[src/rtl/feeder_pkg.sv]
// feeder_pkg: shared types and constants for the instruction feeder.
// FSM states, default halt word and instruction field layout.
package feeder_pkg;

  typedef enum logic [2:0] {
    IDLE,
    FETCH,
    ISSUE,
    WAIT,
    HALT
  } state_t;

  localparam int WORD_W = 16;
  localparam logic [WORD_W-1:0] HALT_WORD_DEF = 16'hFFFF;

  localparam int OP_MSB  = 15;
  localparam int OP_LSB  = 13;
  localparam int IMM_BIT = 12;
  localparam int RX_MSB  = 11;
  localparam int RX_LSB  = 9;

  localparam logic [7:0] CNT_MAX = 8'hFF;

  function automatic logic [7:0] sat_inc(
    input logic [7:0] v
  );
    return (v == CNT_MAX) ? v : v + 8'd1;
  endfunction

endpackage

[src/rtl/feeder_imem.sv]
// feeder_imem: single-port program RAM, synchronous read and write.
// Writes are locked out while the feeder is running a program.
module feeder_imem
  import feeder_pkg::*;
#(
  parameter int DEPTH = 16,
  localparam int AW = $clog2(DEPTH)
) (
  input  logic              clk,
  input  logic              busy,
  input  logic              we,
  input  logic              re,
  input  logic [AW-1:0]     addr,
  input  logic [WORD_W-1:0] wdata,
  output logic [WORD_W-1:0] rdata
);

  logic [WORD_W-1:0] mem [DEPTH];

  // Program write when idle; registered read when fetching.
  always_ff @(posedge clk) begin
    if (we && !busy) begin
      mem[addr] <= wdata;
    end
    if (re) begin
      rdata <= mem[addr];
    end
  end

endmodule

[src/rtl/instr_feeder.sv]
// instr_feeder: issues a stored program over the run/din/done handshake.
// Stops on the halt word, at the last memory word, or on a done timeout.
module instr_feeder
  import feeder_pkg::*;
#(
  parameter int DEPTH = 16,
  parameter logic [WORD_W-1:0] HALT_WORD = HALT_WORD_DEF,
  parameter int TIMEOUT = 64,
  localparam int AW = $clog2(DEPTH)
) (
  input  logic              clk,
  input  logic              reset,
  input  logic              load_en,
  input  logic [AW-1:0]     load_addr,
  input  logic [WORD_W-1:0] load_data,
  input  logic              start,
  input  logic              done,
  output logic              run,
  output logic [WORD_W-1:0] din,
  output logic              busy,
  output logic              halted,
  output logic              timeout_err,
  output logic [AW-1:0]     pc,
  output logic [7:0]        issued_cnt
);

  localparam int WW = $clog2(TIMEOUT) + 1;
  localparam logic [AW-1:0] PC_LAST = AW'(DEPTH - 1);
  localparam logic [WW-1:0] WD_LAST = WW'(TIMEOUT - 1);

  state_t state;
  state_t state_nx;

  logic [WORD_W-1:0] word;
  logic [WORD_W-1:0] din_r;
  logic [AW-1:0]     mem_addr;
  logic [WW-1:0]     wdog;
  logic [7:0]        cnt;
  logic              terr;

  logic clr;
  logic fetch;
  logic issue;
  logic adv;
  logic tmo;
  logic is_halt;
  logic pc_last;
  logic wd_last;

  assign is_halt = (word == HALT_WORD);
  assign pc_last = (pc == PC_LAST);
  assign wd_last = (wdog == WD_LAST);

  assign busy = (state == FETCH) ||
                (state == ISSUE) ||
                (state == WAIT);

  assign mem_addr = busy ? pc : load_addr;

  feeder_imem #(
    .DEPTH(DEPTH)
  ) u_imem (
    .clk  (clk),
    .busy (busy),
    .we   (load_en),
    .re   (fetch),
    .addr (mem_addr),
    .wdata(load_data),
    .rdata(word)
  );

  // State register.
  always_ff @(posedge clk) begin
    if (reset) begin
      state <= IDLE;
    end else begin
      state <= state_nx;
    end
  end

  // Next state and per-cycle control strobes.
  always_comb begin
    state_nx = state;
    clr      = 1'b0;
    fetch    = 1'b0;
    issue    = 1'b0;
    adv      = 1'b0;
    tmo      = 1'b0;
    unique case (state)
      IDLE, HALT: begin
        if (start) begin
          clr      = 1'b1;
          state_nx = FETCH;
        end
      end
      FETCH: begin
        fetch    = 1'b1;
        state_nx = ISSUE;
      end
      ISSUE: begin
        if (is_halt) begin
          state_nx = HALT;
        end else begin
          issue    = 1'b1;
          state_nx = WAIT;
        end
      end
      WAIT: begin
        if (done) begin
          if (pc_last) begin
            state_nx = HALT;
          end else begin
            adv      = 1'b1;
            state_nx = FETCH;
          end
        end else if (wd_last) begin
          tmo      = 1'b1;
          state_nx = HALT;
        end
      end
      default: begin
        state_nx = IDLE;
      end
    endcase
  end

  // pc, issued word, counters, watchdog and sticky timeout flag.
  always_ff @(posedge clk) begin
    if (reset) begin
      pc    <= '0;
      din_r <= '0;
      cnt   <= '0;
      wdog  <= '0;
      terr  <= 1'b0;
    end else begin
      if (clr) begin
        pc   <= '0;
        cnt  <= '0;
        terr <= 1'b0;
      end
      if (adv) begin
        pc <= pc + AW'(1);
      end
      if (issue) begin
        din_r <= word;
        cnt   <= sat_inc(cnt);
        wdog  <= '0;
      end
      if (state == WAIT) begin
        wdog <= wdog + WW'(1);
      end
      if (tmo) begin
        terr <= 1'b1;
      end
    end
  end

  assign run         = issue;
  assign din         = issue ? word : din_r;
  assign halted      = (state == HALT);
  assign timeout_err = terr;
  assign issued_cnt  = cnt;

endmodule
[config.mk]
export PLATFORM = sky130hd
export DESIGN_NAME = instr_feeder
export DESIGN_NICKNAME = d
export VERILOG_FILES = /design/src/rtl/feeder_pkg.sv /design/src/rtl/feeder_imem.sv /design/src/rtl/instr_feeder.sv
export SDC_FILE = /design/constraint.sdc
export NUM_CORES = 1
export LEC_CHECK = 0
export ABC_CLOCK_PERIOD_IN_PS = 9800
export CELL_PAD_IN_SITES_DETAIL_PLACEMENT = 0
export CELL_PAD_IN_SITES_GLOBAL_PLACEMENT = 2
export CORE_MARGIN = 8
export CORE_UTILIZATION = 49
export DETAILED_ROUTE_END_ITERATION = 7
export GPL_ROUTABILITY_DRIVEN = 0
export PLACE_DENSITY_LB_ADDON = 0.1
export SETUP_SLACK_MARGIN = 0.5
export SYNTH_ARGS = -nofsm -noshare
export SYNTH_HDL_FRONTEND = slang
export SYNTH_HIERARCHICAL = 1
export SYNTH_SLANG_ARGS = --single-unit
export TNS_END_PERCENT = 1
[constraint.sdc]
create_clock -name clk -period 9.8 [get_ports clk]
set_input_delay 2.94 -clock clk [delete_from_list [all_inputs] [get_ports clk]]
set_output_delay 2.94 -clock clk [all_outputs]
set_load 0.05 [all_outputs]
**Word level (Yosys, flattened, before mapping)**

Memories as Yosys holds them, arrays and structs flattened. A register that Yosys moved wholly into a read port is not among the register bits.
Cells that the tools add are included.

- Input bits: 25
- Memories kept: 1
- Flip-flop bits (word level): 39
- Memory bits (writable): 256

Memory list:

| memory | words | bits a word | read ports | clocked after Yosys merged registers in | write ports | line | text |
|---|---|---|---|---|---|---|---|
| u_imem.mem | 16 | 16 | 1 | 1 | 1 | feeder_imem.sv:18 | `logic [WORD_W-1:0] mem [DEPTH];` |

- Muxes and demuxes: 30
- Equality and inequality tests: 11
- Add/sub/neg operators: 3
- Reductions and logical operators: 12

Operators by type and width:

| cell | count |
|---|---|
| two-way mux 8 bit | 3 |
| == test 16 bit, second input constant | 1 |
| two-way mux 16 bit | 1 |
| two-way mux 1 bit | 15 |
| two-way mux 3 bit | 5 |
| two-way mux 7 bit | 2 |
| two-way mux 4 bit | 3 |
| one-hot mux 3 bit (4 select lines) | 1 |
| adder 8 x 1 -> 8 bit, second input constant | 1 |
| == test 8 bit, second input constant | 1 |
| nonzero test 2 bit | 4 |
| adder 7 x 1 -> 7 bit, second input constant | 1 |
| == test 7 x 6 -> 1 bit, second input constant | 1 |
| == test 3 x 2 -> 1 bit, second input constant | 2 |
| adder 4 x 1 -> 4 bit, second input constant | 1 |
| == test 4 bit, second input constant | 1 |
| inequality test 2 bit, second input constant | 2 |
| AND reduction 2 bit | 2 |
| == test 3 x 1 -> 1 bit, second input constant | 1 |
| == test 3 bit, second input constant | 1 |
| zero test 3 bit | 1 |
| inequality test 3 bit, second input constant | 1 |
| logical OR 1 bit | 2 |
| OR reduction 2 bit | 1 |
| 2 further kinds | 2 |

**Depth between registers and ports, before layout**

Gate-level depths: netlist (run 1).

- Depth in word-level cells: 7
- Mapped depth: 10
- Gate-level depth less buffers: 6

**Hierarchy**

Netlist (run 1), hierarchy kept.

Modules (own cells, without submodules):

| module | sequential area each (µm²) | cells each | area each (µm²) | times used |
|---|---|---|---|---|
| feeder_imem | 8167.8 | 436 | 10266.1 | 1 |
| instr_feeder | 780.7 | 250 | 2013.2 | 1 |

**Worst setup path after synthesis (run 1)**

No wires, ideal clock.

- Kind: in2reg
- From: in load_addr[0]
- To: mem u_imem.mem[0][0] (enable)
- Arrival: 5238 ps
- Stages: 5
- Path slack: 4153 ps
- Path through: mux2_2 > buf_6 > buf_2 > or4b_1 > nor3_1

- Cells in the longest elaborated chain, start to end: 1

RTL lines:

| item | line | text |
|---|---|---|
| start, declared | instr_feeder.sv:14 | `input logic [AW-1:0] load_addr,` |
| two-way mux 4 bit | instr_feeder.sv:58 | `assign mem_addr = busy ? pc : load_addr;` |
| end, declared | feeder_imem.sv:18 |  |

No other way between the ends.

**Final worst setup path (run 1)**

- From: reg u_imem.rdata[8] (read register of u_imem.mem)
- To: out din[7]

- Cells in the longest elaborated chain, start to end: 4

RTL lines:

| item | line | text |
|---|---|---|
| start, declared | feeder_imem.sv:15 | `output logic [WORD_W-1:0] rdata` |
| == test 16 bit | instr_feeder.sv:50 | `assign is_halt = (word == HALT_WORD);` |
| two-way mux 1 bit | instr_feeder.sv:101 | `if (is_halt) begin` |
| two-way mux 1 bit | instr_feeder.sv:89 | `unique case (state)` |
| two-way mux 16 bit | n/a |  |
| end, declared | instr_feeder.sv:19 | `output logic [WORD_W-1:0] din,` |

No other way between the ends.

==> results of run 1 <==
## cells in the mapped netlist (2+ instances only)
| library cell | number | area [um2] |
|---|---|---|
| edfxtp_1 | 272 | 8170 |
| mux4_2 | 64 | 1440 |
| nand2_1 | 44 | 165 |
| dfxtp_1 | 39 | 781 |
| a21oi_1 | 28 | 140 |
| nor2_1 | 28 | 105 |
| nand3_1 | 26 | 130 |
| a22oi_1 | 22 | 165 |
| clkbuf_1 | 20 | 75.1 |
| o21ai_0 | 20 | 100 |
| buf_2 | 14 | 70.1 |
| a22oi_2 | 11 | 138 |
| nor3_1 | 11 | 55.1 |
| o211ai_1 | 8 | 60.1 |
| mux2_2 | 5 | 56.3 |
| nor3b_1 | 5 | 37.5 |
| a311oi_1 | 4 | 35.0 |
| nand4_1 | 4 | 25.0 |
| nor2b_1 | 4 | 25.0 |
| a211oi_1 | 3 | 22.5 |
| a31oi_1 | 3 | 18.8 |
| buf_4 | 3 | 22.5 |
| ha_1 | 3 | 37.5 |
| nand2b_1 | 3 | 18.8 |
| o21a_1 | 3 | 22.5 |
| or3_1 | 3 | 18.8 |
| and2_1 | 2 | 12.5 |
| and3_1 | 2 | 12.5 |
| buf_6 | 2 | 22.5 |
| nand3b_1 | 2 | 15.0 |
| nand4bb_1 | 2 | 22.5 |
## cells by family after synthesis
kind of cell | Yosys count | share of synthesized area
buffers and inverters | 44 | 0.0194
multiplexers | 70 | 0.123
adder cells (fa/ha/maj) | 3 | 0.00306
XOR/XNOR | 2 | 0.00143
flip-flops | 311 | 0.729
AND/OR/NAND/NOR | 146 | 0.0605
AO/OA/AOI/OAI | 110 | 0.0641
## per-layer routing
metal / track usage / part of all wire
met1: 0.245 / 0.43
met5: 0 / 0
met2: 0.299 / 0.49
met3: 0.0330 / 0.065
met4: 0.0477 / 0.022
## tightest hold or removal path, cell delays in order, from the launching register on
cell     delay, ns
dfxtp_1       0.29
o21ai_0       0.08
a21oi_1       0.07
## stage by stage
step | util | hold WS (ns) | area, um2 | total power, uW | setup WS (ns)
after floorplan | - | 0.451 | 12300 | 1960 | 4.15
after global placement | 0.532 | 0.468 | 13200 | 2130 | 3.30
after detailed placement | 0.532 | 0.491 | 13200 | 2130 | 3.35
after CTS | 0.571 | 0.500 | 14200 | 3260 | 3.56
after global routing | 0.571 | 0.523 | 14200 | 3350 | 3.44
final | 0.571 | 0.495 | 14200 | 3230 | 3.59
## flip-flops by register name (all words and copies together), names as in the netlist
register / count
u_imem/rdata: 16
din_r: 16
wdog: 7
issued_cnt: 8
state: 3
pc: 4
timeout_err: 1
u_imem/mem: 256
## final cells by class
cell class | instances | share of cell area
inverter | 1 | 0.000264
timing repair buffer | 80 | 0.0521
clock buffer | 36 | 0.0559
clock inverter | 20 | 0.0122
multi-input combinational | 331 | 0.220
sequential | 311 | 0.630
tap | 330 | 0.0291
## how the worst max path moves through the flow
stage	from	endpoint	slack, ns	cells after the start
2_1_floorplan	load_addr[0]	u_imem/mem[0][0]	4.15	5
3_3_place_gp	load_addr[0]	u_imem/mem[3][15]	3.30	6
3_5_place_dp	load_addr[0]	u_imem/mem[3][1]	3.35	6
4_1_cts	u_imem/rdata[8]	din[7]	3.56	5
5_1_grt	u_imem/rdata[8]	din[7]	3.44	5
6_report	u_imem/rdata[8]	din[7]	3.59	5
## power groups by stage
| stage | registers (uW) | clock network (uW) | logic [uW] |
|---|---|---|---|
| CTS | 1550 | 1150 | 559 |
| global placement | 1570 | 0 | 554 |
| floorplan | 1560 | 0 | 397 |
| finish | 1550 | 1130 | 552 |
| detailed placement | 1580 | 0 | 557 |
| global route | 1550 | 1200 | 590 |
==> results.txt, run 1 <==
Crit Path Max Fanout = 21
crit path cell chain = nand4_1, or4_1, a21oi_1, nor2_1, clkdlybuf4s50_1
vias in the first global route = 6785
overall routed net length = 27700 um
Tot GR Track Use = 0.181
total CTS buffers = 31
Resized Gates After CTS = 0
reg2reg setup slack = 5.40 ns
synth unique cells = 57
crit path DAT = 3.27 ns
core area = 24900 um2
synthesized netlist net count = 714
VDD IR max = 0.143 mV
worst reg2reg path endpoint = u_imem/mem[5][13]
maximum capacitance violations = 0
Layout Cells excl Fill = 1109
asr flop ratio synth = 0
DRT iter0 DRCs = 585
Post-CTS Hold Buffers = 0
Final ANT Viol Nets = 0
Tightest Pin Transition = 1.01 ns
Comb pwr share = 0.171
Synth Instances = 686
internal power = 2390 uW
setup bufs post-CTS = 0
hold endpoint = din_r[8]
remaining routing DRC violations = 0
H-tree depth = 1
std cell rows = 58
min-delay src = din_r[8]
final slew viol count = 0
pwr dens = 228 nW/um2
Ports = 57
DR vias/cell = 6.00
LEAKAGE = 0.00455 uW
WP data required = 6.86 ns
sw frac = 0.261
initial antenna violation count = 0
first-pass GRT wire length = 42200 um
clock power share = 0.350
clk slew on worst S/H paths = 0.06 ns
final hold violation count = 0
post-synthesis register bit count = 311
Port Buf Inserts = 56
layout cells sized above 1 = 0.203
status = finished, final reports clean
hold depth = 2
Crit Path Class = reg2out
Synth Warn # = 6
ys flop type = edfxtp_1
fill count = 1901
Worst R2R Start = state[0]
GRT overflow = 0
drt first pass iters = 4
Crit. End Element = output port
area added between synthesis and finish = 15.7%
worst clock skew = 0.00922 ns
nature of the critical path startpoint = flop
CTS root buf = clkbuf_16
commonest non-fill, non-tap cells in the layout = edfxtp_1 (272), mux4_2 (64), clkdlybuf4s50_1 (56), nand2_1 (44), dfxtp_1 (39)
setup TNS = 0 ns
register area = 8950 um2
Clock Sinks = 311
NetSw = 844 uW
DP HPWL = 17300 um
multi-input logic area = 3130 um2
Nets = 784
Die Wd = 174 um
total number of vias = 6653
ant diodes = 0
worst rel slew slack = 0.322
RSZ-0062 raised after global routing = no
Avg Cell Area, Syn = 17.9 um2
CP max stage cell = or4_1
largest net degree at the start of global routing = 68
placed cells = 1053
Die ar. = 30400 um2
later-pin clock latency in the skew report = 0.54 ns
sequential fraction of the synthesis area = 0.729
CTS tree = yes
Mapped Area = 12300 um2
most common cell after layout, fill and taps aside = edfxtp_1
fmax = 161 MHz
worst hold path class = reg2reg
Reg2Reg Depth = 7
initial core utilization = 0.493
Flop pwr share = 0.479
minimum clock period = 6.21 ns
WP buf/inv = 1
crit share post-route = 0.634
Max Buffers Root-to-Sink = 3
EDFF count, synth = 272
Avg WL per Cell = 25.0 um
final setup fails = 0
Largest stage delay, worst path = 0.94 ns
CP top delay family = simple AND/OR/NAND/NOR gates
Die H = 174 um
No activity file was read; power rests on OpenSTA's default activity.
==> run 2: changes to the inputs <==
--- a/config.mk
+++ b/config.mk
@@ -5,11 +5,11 @@
 export SDC_FILE = /design/constraint.sdc
 export NUM_CORES = 1
 export LEC_CHECK = 0
-export ABC_CLOCK_PERIOD_IN_PS = 9800
+export ABC_CLOCK_PERIOD_IN_PS = 5900
 export CELL_PAD_IN_SITES_DETAIL_PLACEMENT = 0
 export CELL_PAD_IN_SITES_GLOBAL_PLACEMENT = 2
 export CORE_MARGIN = 8
-export CORE_UTILIZATION = 49
+export CORE_UTILIZATION = 46
 export DETAILED_ROUTE_END_ITERATION = 7
 export GPL_ROUTABILITY_DRIVEN = 0
 export PLACE_DENSITY_LB_ADDON = 0.1
==> constraint.sdc (replaced) <==
create_clock -name clk -period 5.9 [get_ports clk]
set_input_delay 1.77 -clock clk [delete_from_list [all_inputs] [get_ports clk]]
set_output_delay 1.77 -clock clk [all_outputs]
set_load 0.05 [all_outputs]
==> results.txt, run 2 (same netlist as run 1, synthesis figures left out) <==
placed cell area = 13300 um2 (was 13200 um2)
reg2reg setup slack = 2.04 ns (was 5.40 ns)
drt first pass iters = 7 (was 4)
Tot GR Track Use = 0.173 (was 0.181)
Die Wd = 179 um (was 174 um)
initial core utilization = 0.462 (was 0.493)
H-tree depth = 1 (unchanged)
hold depth = 1 (was 2)
Clock Sinks = 311 (unchanged)
nature of the critical path startpoint = flop (unchanged)
minimum clock period = 5.02 ns
initial antenna violation count = 0 (unchanged)
CTS tree = yes (unchanged)
Max Buffers Root-to-Sink = 3 (unchanged)
LEAKAGE = 0.00455 uW (about the same)
Layout Cells excl Fill = 1125 (was 1109)
max FFs per register = 256 (unchanged)
layout cells sized above 1 = 0.219 (was 0.203)
clk slew on worst S/H paths = 0.06 ns (about the same)
CTS root buf = clkbuf_16 (unchanged)
setup TNS = 0 ns (unchanged)
worst reg2reg path endpoint = u_imem/mem[1][2] (was u_imem/mem[5][13])
first-pass GRT wire length = 41300 um (was 42200 um)
worst hold path class = reg2reg (unchanged)
overall routed net length = 27300 um (was 27700 um)
final slew viol count = 0 (unchanged)
DRT iter0 DRCs = 512 (was 585)
Die ar. = 32200 um2 (was 30400 um2)
commonest non-fill, non-tap cells in the layout = edfxtp_1 (272), mux4_2 (64), clkdlybuf4s50_1 (56), nand2_1 (44), dfxtp_1 (39) (unchanged)
status = finished, final reports clean (unchanged)
min-delay src = wdog[5] (was din_r[8])
crit path DAT = 3.25 ns (was 3.27 ns)
VDD IR max = 0.200 mV (was 0.143 mV)
Crit Path Class = reg2out (unchanged)
Fin Hold WS = 0.489 ns (was 0.495 ns)
placed cells = 1069 (was 1053)
Tightest Pin Transition = 1.04 ns (was 1.01 ns)
hold endpoint = wdog[5] (was din_r[8])
largest net degree at the start of global routing = 53 (was 68)
Ports = 57 (unchanged)
Nets = 789 (was 784)
multi-input logic area = 3160 um2 (was 3130 um2)
std cell rows = 60 (was 58)
Final ANT Viol Nets = 0 (unchanged)
post-route cell area = 14200 um2 (about the same)
register area = 8950 um2 (unchanged)
worst clock skew = 0.0238 ns (was 0.00922 ns)
area added between synthesis and finish = 16.0% (was 15.7%)
Die H = 179 um (was 174 um)
total CTS buffers = 31 (unchanged)
DP HPWL = 17700 um (was 17300 um)
maximum capacitance violations = 0 (unchanged)
setup bufs post-CTS = 0 (unchanged)
final setup fails = 0 (unchanged)
RSZ-0062 raised after global routing = no (unchanged)
fill count = 2120 (was 1901)
total number of vias = 6564 (was 6653)
vias in the first global route = 6660 (was 6785)
Power, Total = 5290 uW (was 3230 uW)
core area = 26600 um2 (was 24900 um2)
fmax = 199 MHz
crit share post-route = 0.851
Crit. End Element = output port (unchanged)
DR vias/cell = 5.83 (was 6.00)
pwr dens = 372 nW/um2 (was 228 nW/um2)
Reg2Reg Depth = 6 (was 7)
Worst R2R Start = state[0] (unchanged)
final hold violation count = 0 (unchanged)
Biggest register = u_imem/mem (unchanged)
ant diodes = 0 (unchanged)
GRT overflow = 0 (unchanged)
remaining routing DRC violations = 0 (unchanged)
later-pin clock latency in the skew report = 0.57 ns (was 0.54 ns)
Post-CTS Hold Buffers = 0 (unchanged)
worst rel slew slack = 0.304 (was 0.322)
WP data required = 4.13 ns (was 6.86 ns)
Resized Gates After CTS = 0 (unchanged)
Crit Path Max Fanout = 21 (unchanged)
Avg WL per Cell = 24.3 um (was 25.0 um)
most common cell after layout, fill and taps aside = edfxtp_1 (unchanged)
Largest regs = u_imem/mem (256), din_r (16), u_imem/rdata (16) (unchanged)
Port Buf Inserts = 56 (unchanged)
run 2: cell types whose count changed in the layout (fill, tap and decap cells not counted), moves of 2 or more:
cell | before | now
clkbuf_1 | 5 | 8
nor2_2 | 0 | 12
buf_4 | 24 | 29
clkinv_4 | 2 | 0
nor2_1 | 28 | 16
bufinv_16 | 3 | 1
run 2: area by class of cell:
type	instances	share of cell area
repair buffers	85	0.0546
well taps	341	0.0300
clock buffers	39	0.0566
clock inverters	17	0.00843
multi-input cells	331	0.222
inverters	1	0.000264
flip-flops and latches	311	0.628
run 2: per-stage QoR:
step,utilization,setup WS [ns]
after floorplan,-,1.42
after global placement,0.501,1.22
after detailed placement,0.501,1.15
after CTS,0.536,0.859
after global routing,0.536,0.692
final,0.536,0.882
run 2: where the power goes:
part | switching [uW] | total [uW] | internal, uW
Sequential | 53.3 | 2570 | 2520
Combinational | 560 | 924 | 365
Clock | 788 | 1800 | 1010
Total | 1400 | 5290 | 3890
run 2: how the worst max path moves through the flow:
stage	from	endpoint	slack [ns]	cells after the start
6_report	u_imem/rdata[13]	din[7]	0.88	5
5_1_grt	state[1]	din[5]	0.69	4
4_1_cts	u_imem/rdata[13]	din[7]	0.86	5
3_5_place_dp	load_addr[0]	u_imem/mem[1][2]	1.15	5
3_3_place_gp	load_addr[0]	u_imem/mem[1][2]	1.22	5
2_1_floorplan	load_addr[0]	u_imem/mem[0][0]	1.42	5
run 2: worst max-delay path: stages, from the launching register on:
cell and delay, ns:
edfxtp_1 0.46, nand4_1 0.23, or4_1 0.92, a21oi_1 0.30, nor2_1 0.09, clkdlybuf4s50_1 0.70
run 2: per-layer routing:
layer / up-vias / part of all wire / wire, um / global-route usage
met1: 3363 / 0.42 / 11500 / 0.230
met5: - / 0 / 0 / 0
met3: 44 / 0.064 / 1760 / 0.0308
li1: 2943 / - / - / -
met4: 0 / 0.021 / 566 / 0.0455
met2: 214 / 0.49 / 13500 / 0.292
==> patch 1 (flow settings as in run 2) <==
`CNT_MAX`: 8'hFF -> 8'h80.
--- a/src/rtl/feeder_pkg.sv
+++ b/src/rtl/feeder_pkg.sv
@@ -21,3 +21,3 @@
 
-  localparam logic [7:0] CNT_MAX = 8'hFF;
+  localparam logic [7:0] CNT_MAX = 8'h80;
 
Function: same outputs for any inputs over 4 cycles, from zero or initial values and one cycle with reset high; that may be too few to reach the edited logic, so the function may still have changed.
==> patch 1 against run 2 <==
- wire length up 2.9%
- design area up 0.93%
- via count up 2.3%
- utilization up 1.4 points
- area after synthesis down 0.15%
- power down 2.9%
- clock skew down 0.0087 ns
- sequential cell count unchanged
- clock power up 8%
- worst setup slack better by 0.087 ns
- fmax up 1.8%
- first-iteration DRC count up 7.6%
- critical path type unchanged
==> patch 1: results (changes against run 2) <==
Parameter                              Value

Drt
  Initial DRC count ... 551 (+7.6%)
  Detail-routed net length per standard cell ... 25.0 µm (+2.7%)
  Met2 Wirelength ... 13.5 mm (+0.33%)
  Length of routed wiring on met1 ... 12.0 mm (+4.0%)
  Vias/cell ... 5.96 (+2.1%)
  Via total after detailed routing ... 6716 (+2.3%)
  Met3 Wirelength ... 1.98 mm (+12%)
  Number of search-and-repair iterations in the first detailed-routing pass ... 4 (-3)

Min path
  Hold Path Sink ... din_r[13]$_SDFF_PP0_
  Min-Delay Path Depth ... 2 (+1)
  Hold Crit Start ... din_r[13]$_SDFF_PP0_

Yosys
  Total of warnings raised by yosys ... 6 (unchanged)
  Area contributors post-synth ... sky130_fd_sc_hd__edfxtp_1 (67%), sky130_fd_sc_hd__mux4_2 (12%), sky130_fd_sc_hd__dfxtp_1 (6.4%), sky130_fd_sc_hd__nand2_1 (1.4%), sky130_fd_sc_hd__a22oi_1 (1.3%)
  Avg Inst Size Synth ... 17.9 µm² (about the same)
  Most frequent cells after synthesis ... sky130_fd_sc_hd__edfxtp_1 (272), sky130_fd_sc_hd__mux4_2 (64), sky130_fd_sc_hd__nand2_1 (45)
  Distinct cell type count of the synthesized netlist ... 53 (-7.0%)
  Post-synthesis share of cell area spent on xor and xnor gates ... 0 (-0.00143)

Global routing
  Met2 layer usage reported by global route ... 0.295 (+0.00254)
  Pin count of the biggest net entering global routing ... 44 (-17%)
  Met3 Usage GRT ... 0.0291 (-0.00174)
  Wire length of the first global-routing pass ... 42.4 mm (+2.7%)
  Met1 capacity usage during global routing ... 0.246 (+0.0160)
  Total global-route track usage ... 0.179 (+0.00572)
  Number of global-route vias before repair ... 6776 (+1.7%)

Critical path
  Crit path DAT ... 3.16 ns (-0.09 ns)
  Number of cells traversed by the worst register-to-register path ... 8 (+2)
  Endpoint of the worst-slack reg-to-reg timing path ... u_imem/rdata[15]$_DFFE_PP_
  End of the critical path ... din[10]
  Peak per-stage delay on the critical path ... 0.94 ns (+0.02 ns)
  Highest fanout seen on the critical path ... 23 (+9.5%)
  Critical path origin ... u_imem/rdata[10]$_DFFE_PP_
  Slack of the worst reg-to-reg path ... 2.52 ns (+0.48 ns)

Cells and area
  Nets ... 796 (+0.89%)
  # fillers ... 2040 (-3.8%)

Status
  Outcome ... finished clean

Place
  Post-placement setup slack ... 1.14 ns (-0.0142 ns)
  Instance area after placement ... 13400 µm² (+0.34%)

Timing
  Maximum clock frequency ... 203 MHz (+1.8%)
  Slew Limit Headroom ... 0.290 (-0.0135)

Pwr
  Maximum VDD drop ... 0.290 mV (+45%)
-- patch 1: changes by cell type in the layout (fill, tap and decap cells not counted), sizes merged, moves of 4 or more --
| cell | before | now |
|---|---|---|
| clkinv | 13 | 17 |
| nor3 | 11 | 6 |
| clkbuf | 39 | 34 |
| buf | 29 | 33 |
-- patch 1: area by class of cell --
class	count	area, µm²	area share
inverters	4	15.0	0.00104
multi-input cells	330	3120	0.217
clock buffers	34	787	0.0547
well taps	335	419	0.0292
clock inverters	24	226	0.0158
repair buffers	89	858	0.0597
flip-flops and latches	311	8950	0.623
-- patch 1: power by group --
| group | leakage, nW | switching [W] | internal, W |
|---|---|---|---|
| combinational | 1.33 | 0.000413 | 0.000268 |
| sequential | 2.77 | 0.0000332 | 0.00249 |
| clock | 0.493 | 0.000808 | 0.00114 |
| total | 4.60 | 0.00125 | 0.00389 |
==> patch 2 (flow settings as in run 2) <==
Without the edit above. Encoding of `state_t`: now Gray code (3 bits for 5 states).
--- a/src/rtl/feeder_pkg.sv
+++ b/src/rtl/feeder_pkg.sv
@@ -5,7 +5,7 @@
   typedef enum logic [2:0] {
-    IDLE,
-    FETCH,
-    ISSUE,
-    WAIT,
-    HALT
+    IDLE  = 3'b000,
+    FETCH = 3'b001,
+    ISSUE = 3'b011,
+    WAIT  = 3'b010,
+    HALT  = 3'b110
   } state_t;
Function: no difference found for any inputs over 4 cycles, from zero or initial values and one cycle with reset high; so few cycles prove little.
==> patch 2 against run 2 <==
- cell count rose by 0.53%
- wire length fell by 1.1%
- sequential cell count did not move
- design area rose by 1.1%
- area after synthesis rose by 0.92%
- worst setup slack improved by 0.090 ns
- critical path depth rose by 1
- critical path type unchanged
Power is not compared: it rests on default switching activity, and its combinational part moved more than twofold at a synthesized area within 25%.
==> patch 2: results (changes against run 2) <==
Parameter                              Value

Min path
  Hold Path Sink ... din_r[8]$_SDFF_PP0_
  Min-Delay Path Depth ... 2 (+1)
  Hold Crit Start ... din_r[8]$_SDFF_PP0_

Yosys
  Net Count, Synth ... 726 (+1.7%)
  Most frequent cells after synthesis ... sky130_fd_sc_hd__edfxtp_1 (272), sky130_fd_sc_hd__mux4_2 (64), sky130_fd_sc_hd__nand2_1 (51)
  Distinct cell type count of the synthesized netlist ... 63 (+11%)

Cells and area
  Nets ... 799 (+1.3%)

Global routing
  Met2 layer usage reported by global route ... 0.274 (-0.0178)
  Met3 Usage GRT ... 0.0304 (-0.000361)
  Met1 capacity usage during global routing ... 0.225 (-0.00453)
  Pin count of the biggest net entering global routing ... 44 (-17%)
  Wire length of the first global-routing pass ... 41.7 mm (+1.0%)

Timing
  Clock skew after layout ... 0.0146 ns (-0.00924 ns)
  Transition at the pin with the smallest max-transition slack ... 1.18 ns (+0.138 ns)

Critical path
  Highest fanout seen on the critical path ... 24 (+14%)
  Number of cells traversed by the worst register-to-register path ... 7 (+1)
  Endpoint of the worst-slack reg-to-reg timing path ... u_imem/mem[8][14]$_DFFE_PP_

Clock tree
  Number of CTS-inserted buffers ... 35 (+13%)
  Number of levels in the clock H-tree ... 2 (+1)
  Clock latency at the later pin of the worst-skew pair ... 0.49 ns (-0.08 ns)

Drt
  Number of search-and-repair iterations in the first detailed-routing pass ... 5 (-2)
  Vias/cell ... 5.83 (about the same)
  Post-detailed-routing wire length ... 27.0 mm (-1.1%)
  Initial DRC count ... 524 (+2.3%)

Place
  Post-placement setup slack ... 1.26 ns (+0.107 ns)
  Final HPWL from detailed placement ... 16.8 mm (-5.3%)

Status
  Outcome ... finished clean
==> patch 2: cell families (layout without fill, tap and decap cells) <==
family,count (synthesis),count (layout),synth area share
flops,311,311,0.722
simple gates,147,147,0.0632
xor+xnor,1,1,0.000707
fa+ha+maj,3,3,0.00303
compound gates,120,120,0.0702
buf+inv,51,143,0.0232
mux,65,65,0.118
==> patch 2: report_power, final <==
| part | switching, W | leakage [nW] | internal [W] | total, W |
|---|---|---|---|---|
| Combinational | 0.000257 | 1.31 | 0.000174 | 0.000431 |
| Clock | 0.000784 | 0.514 | 0.00122 | 0.00200 |
| Sequential | 0.0000229 | 2.77 | 0.00245 | 0.00247 |
==> patch 2: area by class of cell <==
class | count | area, µm²
timing repair buffer | 80 | 753
clock inverter | 10 | 93.8
multi-input combinational | 336 | 3190
clock buffer | 46 | 960
inverter | 7 | 26.3
sequential | 311 | 8950
fill | 2082 | 12300
tap | 341 | 427
==> patch 2: how the worst max path moves through the flow <==
stage,to,cells past startpoint,from,slack (ns)
6_report,din[10],6,u_imem/rdata[10]$_DFFE_PP_,0.97
5_1_grt,din[9],6,u_imem/rdata[5]$_DFFE_PP_,0.73
4_1_cts,din[9],6,u_imem/rdata[10]$_DFFE_PP_,0.90
3_5_place_dp,u_imem/mem[8][15]$_DFFE_PP_,6,load_addr[0],1.26
3_3_place_gp,u_imem/mem[8][2]$_DFFE_PP_,6,load_addr[0],1.36
2_1_floorplan,u_imem/mem[0][0]$_DFFE_PP_,6,load_addr[0],1.58
==> patch 2: worst max-delay path: stages (launching register included) <==
cell and delay, ns:
sky130_fd_sc_hd__edfxtp_1 0.41, sky130_fd_sc_hd__nand4_1 0.20, sky130_fd_sc_hd__nor4_4 0.57, sky130_fd_sc_hd__buf_4 0.37, sky130_fd_sc_hd__o21ai_0 0.16, sky130_fd_sc_hd__nand2_1 0.14
sky130_fd_sc_hd__clkdlybuf4s50_1 0.82
==> patch 2: metal layers <==
layer	vias to the layer above	part of all wire
li1	2972	-
met1	3421	0.45
met2	168	0.49
met3	37	0.047
met4	0	0.020
met5	-	0
==> patch 2: stage by stage <==
stage          instance area (µm²)  total power, W   util  cells  hold WS, ns
6_report                     14400         0.00491  0.539   1131        0.497
5_1_grt                      14400         0.00508  0.539   1131        0.522
4_1_cts                      14400         0.00497  0.539   1131        0.498
3_5_place_dp                 13300         0.00296  0.499   1075        0.490
3_3_place_gp                 13300         0.00295  0.499   1075        0.483
2_1_floorplan                12400         0.00281      -    698        0.468
